## config.mk

```make
export PLATFORM = sky130hd
export DESIGN_NAME = mem_cycle_ctrl
export DESIGN_NICKNAME = d
export VERILOG_FILES = /design/src/rtl/pdua_mem_pkg.sv /design/src/rtl/rr_arbiter2.sv /design/src/rtl/mem_cycle_ctrl.sv
export SDC_FILE = /design/constraint.sdc
export NUM_CORES = 1
export LEC_CHECK = 0
export CORE_ASPECT_RATIO = 0.9
export CORE_MARGIN = 2
export CORE_UTILIZATION = 33
export DETAILED_ROUTE_END_ITERATION = 10
export GPL_TIMING_DRIVEN = 1
export PLACE_DENSITY = 0.75
export SYNTH_ARGS = -nofsm -noshare
export SYNTH_HDL_FRONTEND = slang
export SYNTH_SLANG_ARGS = --single-unit
```

## constraint.sdc

```tcl
create_clock -name clk -period 1.35 [get_ports clk]
set_clock_uncertainty 0.1 [all_clocks]
set_input_delay 0.3375 -clock clk [delete_from_list [all_inputs] [get_ports clk]]
set_output_delay 0.3375 -clock clk [all_outputs]
set_load 0.01 [all_outputs]
```

## src/rtl/pdua_mem_pkg.sv

```systemverilog
// pdua_mem_pkg: shared state, owner and default constants for the memory cycle controller
package pdua_mem_pkg;
  typedef logic [1:0] state_t;
  localparam state_t IDLE = 2'd0;
  localparam state_t SETUP = 2'd1;
  localparam state_t ACCESS = 2'd2;
  localparam state_t DONE = 2'd3;
  localparam logic OWN_CPU = 1'b0;
  localparam logic OWN_DBG = 1'b1;
  localparam int DEF_DATA_WIDTH = 8;
  localparam int DEF_ADDR_WIDTH = 8;
  localparam int DEF_TIMEOUT = 15;
endpackage

```

## src/rtl/rr_arbiter2.sv

```systemverilog
// rr_arbiter2: two-way round-robin arbiter; pointer side wins on contention, then yields
module rr_arbiter2 import pdua_mem_pkg::*; (
  input  logic clk,
  input  logic rst_n,
  input  logic en,
  input  logic cpu_req,
  input  logic dbg_req,
  output logic any,
  output logic win
);
  logic ptr;
  assign any = cpu_req | dbg_req;
  assign win = (cpu_req & dbg_req) ? ptr : (dbg_req ? OWN_DBG : OWN_CPU);
  always_ff @(posedge clk)
    if (!rst_n) ptr <= OWN_CPU;
    else if (en && cpu_req && dbg_req) ptr <= ~ptr;
endmodule

```

## src/rtl/mem_cycle_ctrl.sv

```systemverilog
// mem_cycle_ctrl: arbitrated MDR/memory bus-cycle sequencer; define MEM_TIMEOUT_EN to bound ACCESS and report err
module mem_cycle_ctrl import pdua_mem_pkg::*; #(
  parameter int DATA_WIDTH = DEF_DATA_WIDTH,
  parameter int ADDR_WIDTH = DEF_ADDR_WIDTH,
  parameter int TIMEOUT_CYCLES = DEF_TIMEOUT
)(
  input  logic                  clk,
  input  logic                  rst_n,
  input  logic                  cpu_req,
  input  logic                  cpu_we,
  input  logic [ADDR_WIDTH-1:0] cpu_addr,
  output logic                  cpu_done,
  input  logic                  dbg_req,
  input  logic                  dbg_we,
  input  logic [ADDR_WIDTH-1:0] dbg_addr,
  output logic                  dbg_done,
  output logic [ADDR_WIDTH-1:0] mem_addr,
  output logic                  mem_rd,
  output logic                  mem_wr,
  input  logic                  mem_ready,
  output logic                  mdr_en,
  output logic                  mdr_alu_n,
  output logic                  bus_oe,
  output logic                  busy,
  output logic                  err
);
  localparam int unused_cfg = DATA_WIDTH + TIMEOUT_CYCLES;
  state_t state, nxt;
  logic own, we_q, any, win, tmo;
  rr_arbiter2 u_arb (
    .clk(clk), .rst_n(rst_n), .en(state == IDLE),
    .cpu_req(cpu_req), .dbg_req(dbg_req), .any(any), .win(win)
  );
`ifdef MEM_TIMEOUT_EN
  localparam int CW = TIMEOUT_CYCLES < 16 ? 4 : $clog2(TIMEOUT_CYCLES + 1);
  logic [CW-1:0] cnt;
  logic err_q;
  // count holds k-1 in the k-th ACCESS cycle, so the limit trips on the TIMEOUT_CYCLES-th one
  assign tmo = state == ACCESS && !mem_ready && cnt == CW'(TIMEOUT_CYCLES - 1);
  always_ff @(posedge clk)
    if (!rst_n) begin
      cnt <= '0;
      err_q <= 1'b0;
    end else begin
      cnt <= state == ACCESS ? cnt + 1'b1 : '0;
      err_q <= tmo;
    end
  assign err = state == DONE && err_q;
`else
  assign tmo = 1'b0;
  assign err = 1'b0;
`endif
  always_comb
    nxt = state == IDLE   ? (any ? SETUP : IDLE)
        : state == SETUP  ? ACCESS
        : state == ACCESS ? ((mem_ready || tmo) ? DONE : ACCESS)
        : IDLE;
  always_ff @(posedge clk)
    if (!rst_n) begin
      state <= IDLE;
      own <= OWN_CPU;
      we_q <= 1'b0;
      mem_addr <= '0;
    end else begin
      state <= nxt;
      if (state == IDLE && any) begin
        own <= win;
        we_q <= win ? dbg_we : cpu_we;
        mem_addr <= win ? dbg_addr : cpu_addr;
      end
    end
  assign busy = state != IDLE;
  assign mem_rd = state == ACCESS && !we_q;
  assign mem_wr = state == ACCESS && we_q;
  assign bus_oe = state == ACCESS && we_q;
  // an abandoned read must not load the MDR even if ready lands in the reset cycle
  assign mdr_en = rst_n && ((state == SETUP && we_q) || (state == ACCESS && !we_q && mem_ready));
  assign mdr_alu_n = state == DONE && !we_q;
  assign cpu_done = state == DONE && own == OWN_CPU;
  assign dbg_done = state == DONE && own == OWN_DBG;
endmodule

```

==> flow_metrics.py <==
metrics = {
    "status": {
        "status": "finished, violations left",
        "violations": "negative setup slack",
    },
    "worst_setup_path": {
        "path_buf_inv": 2,
        "critical_path_class": "register to output pin",
        "arrival_ns": 1.30,
        "slowest_delay_ns": 0.35,
        "critPathTopFamily": "flip-flops",
        "cp-end-kind": "output pin",
        "critPathSlowestCell": "dfxtp_2",
        "cp_cell_sequence": "buf_6 -> ha_4 -> nand2_1 -> o21ai_1 -> and2_1 -> buf_2",
        "critical_path_required_ns": 0.91,
        "worstPathMaxFanout": 3,
        "cp-start-kind": "register",
    },
    "clock_tree": {
        "cts_made_buffers": 3,
        "h-tree-depth": 1,
        "clkTransAtPathRegs_ns": 0.09,
        "clock_latency_ns": 0.27,
        "clockBufferDepth": 2,
        "cts_sinks": 13,
        "tritoncts": "built",
        "root_buffer": "clkbuf_4",
    },
    "placed_design": {
        "dp_hpwl_mm": 1.449,
        "post-place-ws_ns": -0.7466,
        "place.gp.congestion": 0.7613,
        "io_buffers": 38,
    },
    "synth": {
        "synthArstFlopShare_pct": 0,
        "ys_top_cells_by_area": "dfxtp_1, o21ai_1, a31oi_1, ha_1, nand3_1",
        "synth-edff-count": 0,
        "avgSynthCellArea_um2": 8.169,
        "synth_fp_nets": 114,
        "yosysUniqueCellTypes": 22,
        "synth_area_um2": 710.7,
        "ys_ff_latch": 13,
        "synthFlopType": "dfxtp_1",
        "postSynthCellCount": 87,
        "synth_top_area_share_pct": 36.62,
        "synth_top_area_cell": "dfxtp_1",
        "ys_top_cells_by_count": "dfxtp_1, o21ai_1, nand3_1",
        "yosys_warnings": 0,
        "ys_seq_area_share_pct": 36.62,
    },
    "global_routing": {
        "grt_overflow_total": 0,
        "grt_max_degree": 14,
        "grt_pass1_wl_mm": 3.118,
        "grt_usage_pct": 17.57,
        "antenna_found_initial": 0,
        "grt_pass1_vias": 715,
    },
    "hold_path": {
        "min_path_type": "register to register",
    },
    "pwr": {
        "power.total_uw": 1126,
        "power_density_nw_per_um2": 836.7,
        "ir_drop_mv": 0.5638,
        "p_leak_uw": 0.0005719,
    },
    "final_layout": {
        "drive_gt1_share_pct": 43.26,
        "syn_to_final_growth_pct": 89.44,
        "num_antenna_cells": 0,
        "num-nets-final": 169,
    },
    "sta": {
        "hold-worst-slack_ns": 0.4228,
        "min_period_ns": 1.738,
        "setup_ws_ns": -0.3876,
        "rsz0062_at_grt": "true",
        "setup_viol": 20,
        "final_hold_viol_count": 0,
        "drv_slew": 0,
        "fmax_ghz": 0.5755,
        "min_period_over_period_pct": 128.7,
    },
    "routing": {
        "drt-wirelength-per-cell_um": 12.91,
        "vias_per_cell": 4.892,
        "dr.pass1.iters": 4,
        "drtAntennaViolNets": 0,
        "via_count": 812,
        "totalWireLength_mm": 2.143,
        "drc": 0,
        "drtIter0Drc": 13,
    },
    "floorplanning": {
        "ioPinCount": 40,
        "core_area_um2": 1971,
        "dieArea_um2": 2541,
        "rows": 15,
        "die_h_um": 48.03,
        "start_util_pct": 36.06,
        "die_x_um": 52.92,
    },
    "run": {
        "drv_cap": 0,
    },
}
worst min-delay path, delay by kind of cell, from the launching register on:
kind	cells	cell delay (ns)
DFF	1	0.33
AOI/OAI and AO/OA	2	0.16
worst paths after layout:
check / start / end / slack [ns] / cells past startpoint
max: state[0] / mdr_en / -0.39 / 6
min: mem_addr[3] / mem_addr[3] / 0.42 / 2
max reg2reg: state[0] / we_q / -0.25 / 9
min reg2reg: mem_addr[3] / mem_addr[3] / 0.42 / 2
flip-flops by register name, indices dropped and copies added (netlist names):
signal and flops:
own 1, mem_addr 8, state 2, u_arb.ptr 1, we_q 1
power by group:
part	internal, uW	switching, uW	total, uW
registers	424	35.4	459
logic	249	173	422
clock network	114	131	246
timing repair:
action / in CTS / in global routing
hold buffers: 0 / 0
gates resized for setup: 69 / 27
gates cloned: 0 / 1
setup buffers: 2 / 1
hold endpoints to repair: 0 / 0
pin swaps: 2 / 6
endpoints found under the setup margin: 28 / 27
layout by cell type, fill, tap and decap left out:
master and count:
clkdlybuf4s50_1 22, buf_4 13, dfxtp_1 11, o21ai_1 10
nand3_1 9, a31oi_1 9, o21ai_2 8, buf_6 8
clkbuf_2 7, buf_2 5, nor2b_1 4, and2_1 4
ha_4 3, clkbuf_4 3, inv_2 2, inv_1 2
inv_4 1, and2_4 1, nand2_2 1, nand2_1 1
o21a_4 1, o32ai_2 1, nand2b_1 1, o21ai_0 1
and3_1 1, nor3_1 1, o21a_1 1, nand3_4 1
xnor2_2 1, ha_2 1, conb_1 1, clkbuf_1 1
clkbuf_16 1, clkdlybuf4s15_1 1, buf_12 1, dfxtp_2 1
dfxtp_4 1
routing by layer:
| layer | vias to the layer above | routed length [um] | global-route usage, % | part of all wire, % |
|---|---|---|---|---|
| met3 | 2 | 177 | 4.688 | 8.3 |
| met1 | 362 | 846 | 19.10 | 39 |
| met2 | 34 | 1106 | 32.75 | 52 |
| met5 | - | 0 | 0 | 0 |
| li1 | 414 | - | - | - |
| met4 | 0 | 12 | 7.692 | 0.56 |
cell type report:
class	instances	area [um2]
Inverter	5	21.27
Tap cell	25	31.28
Sequential cell	13	265.3
Fill cell	161	624.3
Clock buffer	4	26.28
Timing Repair Buffer	58	523.0
Multi-Input combinational cell	61	479.2
cells by family after synthesis:
group | share of synthesized area (%)
AOI/OAI and AO/OA | 25.70
and+or+nand+nor | 18.49
buffers and inverters | 10.39
DFF | 36.62
adders and majority gates | 7.043
xor gates and xnor gates | 1.233
other | 0.5277
per-stage QoR:
step	util, %	setup TNS (ns)	cells	cell area, um2
finish	68.32	-5.084	166	1346
global route	68.32	-6.300	166	1346
CTS	65.02	-4.025	164	1281
detailed placement	61.02	-7.230	158	1202
global placement	61.02	-6.806	158	1202
floorplan	-	0	87	713.2
(Power assumes the default switching activity.)
